### src/rtl/rotate_square.sv
// Rotating-square animation for a 4-digit seven-segment display (active-low {dp,g,f,e,d,c,b,a}).
// Optional ROTATE_SQUARE_DP_EN: the lit digit's dp shows the rotation direction.
module rotate_square #(
    parameter int POWER = 2
) (
    input  logic       clk,
    input  logic       reset,
    input  logic       enable,
    input  logic       clockwise,
    output logic [7:0] in0,
    output logic [7:0] in1,
    output logic [7:0] in2,
    output logic [7:0] in3
);

    localparam logic [7:0] TOP   = 8'h9C;
    localparam logic [7:0] BOT   = 8'hA3;
    localparam logic [7:0] BLANK = 8'hFF;

    localparam logic [POWER-1:0] CNT_MAX = {POWER{1'b1}};
    localparam logic [POWER-1:0] CNT_ONE = 1;

    logic [POWER-1:0] cnt;
    logic [2:0]       pos;
    logic             tick;
    logic             dp_n;
    logic [7:0]       top_pat;
    logic [7:0]       bot_pat;

    assign tick = enable && (cnt == CNT_MAX);

    // Prescaler wraps every 2**POWER enabled cycles; position steps only on that wrap.
    always_ff @(posedge clk or posedge reset) begin
        if (reset) begin
            cnt <= '0;
            pos <= 3'd0;
        end else if (enable) begin
            if (tick) begin
                cnt <= '0;
                pos <= clockwise ? pos + 3'd1 : pos - 3'd1;
            end else begin
                cnt <= cnt + CNT_ONE;
            end
        end
    end

`ifdef ROTATE_SQUARE_DP_EN
    assign dp_n = ~clockwise;
`else
    assign dp_n = 1'b1;
`endif

    assign top_pat = {dp_n, TOP[6:0]};
    assign bot_pat = {dp_n, BOT[6:0]};

    // Positions 0..3 sweep the top row leftmost to rightmost, 4..7 come back along the bottom.
    always_comb begin
        in0 = BLANK;
        in1 = BLANK;
        in2 = BLANK;
        in3 = BLANK;
        case (pos)
            3'd0: in3 = top_pat;
            3'd1: in2 = top_pat;
            3'd2: in1 = top_pat;
            3'd3: in0 = top_pat;
            3'd4: in0 = bot_pat;
            3'd5: in1 = bot_pat;
            3'd6: in2 = bot_pat;
            default: in3 = bot_pat;
        endcase
    end

endmodule

### config.mk
export PLATFORM = sky130hd
export DESIGN_NAME = rotate_square
export DESIGN_NICKNAME = d
export VERILOG_FILES = /design/src/rtl/rotate_square.sv
export SDC_FILE = /design/constraint.sdc
export NUM_CORES = 1
export LEC_CHECK = 0
export CAP_MARGIN = 20
export CORE_MARGIN = 2
export CORE_UTILIZATION = 35
export CTS_CLUSTER_SIZE = 8
export DETAILED_ROUTE_END_ITERATION = 16
export GPL_TIMING_DRIVEN = 0
export HOLD_SLACK_MARGIN = 0.08
export PLACE_DENSITY_LB_ADDON = 0.2
export RECOVER_POWER = 100
export SLEW_MARGIN = 20
export SYNTH_ARGS = -nofsm -noshare
export SYNTH_HDL_FRONTEND = slang
export SYNTH_SLANG_ARGS = --single-unit
### constraint.sdc
create_clock -name clk -period 3.6 [get_ports clk]
set_clock_uncertainty 0.05 [all_clocks]
set_input_delay 1.08 -clock clk [delete_from_list [all_inputs] [get_ports clk]]
set_output_delay 1.08 -clock clk [all_outputs]
set_load 0.02 [all_outputs]
==> metrics, run 1 <==
Final Critical Period=3.28 ns; WHS Path Cells=1; Crit Path Category=flop to output port; first-pass GRT wire length=1790 um; Top Ports=36; status=finished, final reports clean; final wirelength=1070 um; synth warn=0; Synth Register Bits=5; DRT Pass-1 Iters=1; clk slew on worst S/H paths=0.04 ns; drt via density=4.03; Mapped Cells=68; Layout fillers=137; DIE AREA=1980 sq um; final core occ=61.8%; CP max stage delay=0.64 ns; worst-path fanout max=5; total number of vias=492; Syn Area/Cell=8.45 sq um; die height=44.5 um; crit path buf inv count=3; Setup Buffers After CTS=0; RSZ-0062 raised after global routing=no; total CTS buffers=3; dominant cell type by area after synthesis=buf_4; cell family with most CP delay=buffers and inverters; DP Worst Slack=0.631 ns; Slew Viols, Final=0; CP Capture Type=output port; most frequent cell after synthesis=buf_4; fmax=305 MHz; area occupied by multi-input gates=277 sq um; Pleak=0.000390 uW; Critical Path Stages=6; H-tree depth=1; Reg2Reg Depth=5; Tot Pwr=908 uW; Hold Path End=cnt[1]; Clk Latency, worst-skew pair=0.24 ns; CP required=2.47 ns; slowest stage cell, crit path=dlygate4sd3_1; Initial Util=37.7%; Netlist cell types=19; drt drc=0; vias in the first global route=436; WL/cell=8.80 um; DP Area=916 sq um; Final HPWL DP=940 um; share of cells above drive strength 1=27.4%; Post-CTS Resized=0; remaining antenna violation count after routing=0; Power Density=964 nW/um^2; r2r endpoint=pos[2]; CTS sink count=5; Area growth, synth to finish=64.1%; Post-synth top flop=dfrtp_1; top cells by area, synth=buf_4, dfrtp_1, ha_1, nand2_1, mux2_2; final setup margin=0.321 ns; Mapped Area=574 sq um; CP cell instances=inv_1 > ha_1 > mux2i_1 > or2_1 > buf_4 > dlygate4sd3_1; fin crit share=91.1%; 1st-iter DRT viols=0; core area=1520 sq um; Die Wd=44.5 um; routability cong.=0.744; TNS Setup=0 ns; Synth async-reset ratio=100%; PortBufs=31; CTS Root Cell=clkbuf_4; Design Area, Final=942 sq um; hold_sp=cnt[1]; Placement Rows=14; Final Setup Violations=0; storage element area=125 sq um; top post-synthesis cells by count=buf_4, ha_1, nand2_1; Final Hold Viols=0; # hold bufs at CTS=0; total grt overflow=0; R2R Path Start=pos[0]; Arr. time, crit path=2.15 ns; largest net degree at the start of global routing=8; crit start category=flop; overall routing resource usage=12.8%; NumNets Final=119; MaxCap Viol Count=0; CTS tree=done; antenna cells=0; sequential fraction of the synthesis area=21.8%; min-delay worst type=flop to flop; initial antenna violation count=0; top-area cell type share of the netlist area=26.1%; EDFF count, synth=0; CTS max path bufs=2; Max VDD drop=0.529 mV; R2R Setup Slk=2.19 ns
[worst max-delay path by stage]
stage | from | slack, ns | end
global placement | pos[0] | 0.65 | in0[4]
detailed placement | pos[0] | 0.63 | in0[3]
CTS | pos[0] | 0.36 | in0[3]
global route | pos[0] | 0.17 | in0[3]
floorplan | pos[0] | 0.83 | in0[3]
finish | pos[0] | 0.32 | in0[3]
[cell type report]
| cell class | count | area share [%] |
|---|---|---|
| well taps | 16 | 2.12 |
| repair buffers | 31 | 32.9 |
| plain buffers | 21 | 17.1 |
| clock buffers | 4 | 2.79 |
| flip-flops and latches | 5 | 13.3 |
| multi-input cells | 39 | 29.3 |
| inverters | 6 | 2.39 |
[worst register-to-register path: cells and delay by family (launching register included)]
family / cells / cell delay (ns)
AO/OA/AOI/OAI: 2 / 0.19
adder cells (fa/ha/maj): 2 / 0.55
flip-flops: 1 / 0.44
AND/OR/NAND/NOR: 1 / 0.11
[per-stage QoR]
stage,hold WS [ns],instances
floorplan,0.435,71
finish,0.468,122
global route,0.490,122
detailed placement,0.466,118
CTS,0.476,122
global placement,0.450,118
[flip-flops by register name, summed over array words and instances (netlist names)]
| register | cells |
|---|---|
| pos | 3 |
| cnt | 2 |
[cells by family after synthesis]
logic type,count (synthesis),synth area share [%]
adders and majority gates,8,17.4
other,1,0.653
DFF,5,21.8
buffers and inverters,27,32.0
and+or+nand+nor,17,15.0
AOI/OAI and AO/OA,5,4.36
xor gates and xnor gates,2,3.05
muxes,3,5.66
[report_power, final]
part	internal (uW)	switching [uW]
registers	84.4	27.5
logic	362	368
clock network	41.9	23.6
[per-layer routing]
layer  GRT usage, %  vias up  share of wire [%]
li1               -      266                  -
met1           12.4      202                 38
met2           22.9       20                 52
met3           2.45        4                6.3
met4           10.9        0                3.4
met5              0        -                  0
[layout by cell type, fill, tap and decap left out, types with 3 or more instances in the layout]
master / n
nor2_1: 4
o21ai_0: 3
conb_1: 4
dlygate4sd3_1: 30
inv_1: 5
ha_1: 8
buf_4: 20
clkbuf_4: 3
nand2_1: 7
dfrtp_1: 5
Power figures use the tool's default switching activity.
==> run 2, diff against run 1 <==
--- a/config.mk
+++ b/config.mk
@@ -5,8 +5,8 @@
 export SDC_FILE = /design/constraint.sdc
 export NUM_CORES = 1
 export LEC_CHECK = 0
-export CAP_MARGIN = 20
-export CORE_MARGIN = 2
+export CAP_MARGIN = 5
+export CORE_MARGIN = 1.5
 export CORE_UTILIZATION = 35
 export CTS_CLUSTER_SIZE = 8
 export DETAILED_ROUTE_END_ITERATION = 16
==> run 2 against run 1 <==
Against the previous run: clock power shrank 3.2%; via count shrank 1.6%; critical path depth is the same; sequential share of layout area unchanged; register-to-register slack about the same; critical path type unchanged; critical endpoint is now in0[4]; largest cell class unchanged; largest power group unchanged.
==> metrics, run 2 (synthesized netlist as in run 1, its figures left out) <==
Most flops, register=pos; Clock Power Share=7.0%; drt via density=3.97; internal power=488 uW; clk slew on worst S/H paths=0.04 ns; overall routing resource usage=11.9%; commonest non-fill, non-tap cell in the layout=dlygate4sd3_1; Final Critical Period=3.30 ns; total number of vias=484; final wirelength=994 um; die height=43.5 um; core area=1520 sq um; DRT Pass-1 Iters=1; switching pwr=416 uW; Sw Ratio=46.1%; fin crit share=91.6%; Setup crit end=in0[4]; H-tree depth=1; antenna cells=0; DP Worst Slack=0.596 ns; CTS sink count=5; Reg2Reg Depth=5; CP Capture Type=output port; most frequent cells in the layout=dlygate4sd3_1, buf_4, ha_1, nand2_1; crit path buf inv count=3; 1st-iter DRT viols=0; max reg flops=3; Final HPWL DP=927 um; Die Wd=43.5 um; drt drc=0; Area growth, synth to finish=64.1%; Layout fillers=145; Final Setup Violations=0; final setup margin=0.301 ns; Initial Util=37.7%; Setup Buffers After CTS=0; Arr. time, crit path=2.17 ns; Clk Latency, worst-skew pair=0.24 ns; # hold bufs at CTS=0; initial antenna violation count=0; combinational cell fraction of total power=80.7%; Placement Rows=14; r2r endpoint=pos[2]; Power Density=959 nW/um^2; Slew Viols, Final=0; Critical Path Stages=6; hold_sp=cnt[1]; cell family with most CP delay=buffers and inverters; WL/cell=8.15 um; R2R Path Start=pos[0]; biggest regs=pos (3), cnt (2); worst-path fanout max=5; Pleak=0.000390 uW; Max VDD drop=0.407 mV; TNS Setup=0 ns; MaxCap Viol Count=0; share of power burned in registers=12.3%; CP max stage delay=0.63 ns; fmax=303 MHz; status=finished, final reports clean; CTS max path bufs=2; routability cong.=0.704; min-delay worst type=flop to flop; Worst setup startpoint=pos[0]; CTS tree=done; slowest stage cell, crit path=dlygate4sd3_1; CTS Root Cell=clkbuf_4; RSZ-0062 raised after global routing=no; remaining antenna violation count after routing=0; vias in the first global route=428; CP required=2.47 ns; R2R Setup Slk=2.19 ns; Post-CTS Resized=0; total CTS buffers=3; Crit Path Category=flop to output port; NumNets Final=119; Final Hold Viols=0; PortBufs=31; first-pass GRT wire length=1610 um; total grt overflow=0; Top Ports=36; share of cells above drive strength 1=27.4%; CP cell instances=inv_1 > ha_1 > mux2i_1 > or2_1 > buf_4 > dlygate4sd3_1; DIE AREA=1890 sq um; crit start category=flop; largest net degree at the start of global routing=8
==> run 2: cell counts in the layout (fill, tap and decap cells not counted) <==
Identical to the previous run, type by type.
==> run 2: through the flow <==
stage	cell area [sq um]	hold slack, ns	util (%)	power [uW]	cells
2_1_floorplan	586	0.435	-	597	71
3_3_place_gp	916	0.444	60.1	895	118
3_5_place_dp	916	0.459	60.1	910	118
4_1_cts	942	0.468	61.8	979	122
5_1_grt	942	0.490	61.8	979	122
6_report	942	0.459	61.8	904	122
==> run 2: power groups by stage <==
stage | Sequential [uW] | Combinational [uW] | Clock, uW
CTS | 112 | 798 | 68.7
floorplan | 106 | 490 | 0
finish | 112 | 729 | 63.4
global placement | 112 | 783 | 0
global route | 117 | 790 | 72.1
detailed placement | 113 | 797 | 0
==> run 2: layout make-up <==
type	instances	area [sq um]	area share [%]
timing repair buffer	31	310	32.9
multi-input combinational	39	277	29.3
buffer	21	161	17.1
sequential	5	125	13.3
clock buffer	4	26.3	2.79
inverter	6	22.5	2.39
tap	16	20.0	2.12
==> run 2: worst min path at each step <==
stage | slack, ns | end | cells after the start
2_1_floorplan | 0.43 | cnt[1] | 1
3_3_place_gp | 0.44 | cnt[1] | 1
3_5_place_dp | 0.46 | cnt[1] | 1
4_1_cts | 0.47 | cnt[1] | 1
5_1_grt | 0.49 | cnt[1] | 1
6_report | 0.46 | cnt[1] | 1
==> run 2: layer usage <==
metal	track usage, %	routed length (um)
met1	11.1	373
met2	22.1	566
met3	1.25	54
met4	10.9	0
met5	0	0
==> run 3, diff against run 2 <==
--- a/config.mk
+++ b/config.mk
@@ -7,7 +7,7 @@
 export LEC_CHECK = 0
 export CAP_MARGIN = 5
 export CORE_MARGIN = 1.5
-export CORE_UTILIZATION = 35
+export CORE_UTILIZATION = 25
 export CTS_CLUSTER_SIZE = 8
 export DETAILED_ROUTE_END_ITERATION = 16
 export GPL_TIMING_DRIVEN = 0
==> run 3 against run 2 <==
Against the previous run: register-to-register slack got worse by 0.04 ns; sequential power barely moved; first-iteration DRC count is the same; non-clock buffer count unchanged; combinational power is essentially flat; power about the same; final cell count grew 9.8%; largest cell class unchanged; largest power group unchanged.
==> metrics, run 3 (synthesized netlist as in run 1, its figures left out) <==
DRT Pass-1 Iters=1; RSZ-0062 raised after global routing=no; CP Capture Type=output port; min-delay worst type=flop to flop; dpl cells=130; total number of vias=491; CTS max path bufs=2; crit start category=flop; die height=50.9 um; initial antenna violation count=0; Clk Latency, worst-skew pair=0.24 ns; first-pass GRT wire length=1710 um; biggest regs=pos (3), cnt (2); Most flops, register=pos; post-route insts no fill=134; Pleak=0.000390 uW; TNS Setup=0 ns; fin crit share=91.4%; Final Setup Violations=0; Area growth, synth to finish=66.7%; Setup Buffers After CTS=0; Final Critical Period=3.29 ns; Die Wd=50.9 um; H-tree depth=1; commonest non-fill, non-tap cell in the layout=dlygate4sd3_1; MaxCap Viol Count=0; routability cong.=0.643; Placement Rows=17; core area=2190 sq um; overall routing resource usage=8.72%; drt via density=3.66; CTS sink count=5; PortBufs=31; DP Worst Slack=0.611 ns; drt drc=0; Max VDD drop=0.361 mV; Power Density=944 nW/um^2; max reg flops=3; # hold bufs at CTS=0; Final HPWL DP=909 um; CTS Root Cell=clkbuf_4; antenna cells=0; vias in the first global route=438; CP required=2.47 ns; most frequent cells in the layout=dlygate4sd3_1, buf_4, ha_1, nand2_1; 1st-iter DRT viols=0; clk slew on worst S/H paths=0.04 ns; Final Hold Viols=0; Post-CTS Resized=0; status=finished, final reports clean; fmax=304 MHz; Initial Util=26.2%; WHS=0.457 ns; WL/cell=7.48 um; share of cells above drive strength 1=27.4%; Slew Viols, Final=0; total CTS buffers=3; DIE AREA=2590 sq um; Arr. time, crit path=2.16 ns; final setup margin=0.310 ns; final wirelength=1000 um; NumNets Final=119; total grt overflow=0; Crit Path Category=flop to output port; worst-path fanout max=5; Layout fillers=222; final core occ=43.7%; CTS tree=done; largest net degree at the start of global routing=8; remaining antenna violation count after routing=0; Top Ports=36
==> run 3: worst paths after layout <==
path | startpoint | to | slack (ns) | depth (start not counted)
worst min register to register | cnt[1] | cnt[1] | 0.46 | 1
worst min-delay path | cnt[1] | cnt[1] | 0.46 | 1
worst max register to register | pos[0] | pos[2] | 2.15 | 5
worst max-delay path | pos[0] | in0[3] | 0.31 | 6
max in group asynchronous | reset | pos[1] | 2.20 | 2
min in group asynchronous | reset | cnt[0] | 1.13 | 2
==> run 3: where the power goes <==
part | internal, uW | switching, uW | total (uW)
registers | 84.4 | 27.3 | 112
logic | 360 | 370 | 730
clock network | 41.7 | 20.4 | 62.1
total | 487 | 417 | 904
==> run 3: cell type report <==
class	count	area (sq um)	share of cell area [%]
buffer	21	161	16.9
clock buffer	4	26.3	2.75
tap	28	35.0	3.66
inverter	6	22.5	2.35
timing repair buffer	31	310	32.4
sequential	5	125	13.1
multi-input combinational	39	277	28.9
==> run 3: stage by stage <==
step	area [sq um]	total power (uW)
2_1_floorplan	586	597
3_3_place_gp	931	899
3_5_place_dp	931	910
4_1_cts	957	976
5_1_grt	957	984
6_report	957	904
==> run 3: critical path, stage by stage, from the launching register on <==
cell,delay (ns)
dfrtp_1,0.44
inv_1,0.16
ha_1,0.22
mux2i_1,0.09
or2_1,0.24
buf_4,0.13
dlygate4sd3_1,0.63
==> run 3: per-layer routing <==
metal / part of all wire (%) / wire length [um] / track usage, % / vias up
met1: 40 / 401 / 9.09 / 206
li1: - / - / - / 264
met3: 8.8 / 88 / 2.05 / 0
met2: 51 / 513 / 14.9 / 21
met4: 0 / 0 / 6.76 / 0
met5: 0 / 0 / 0 / -
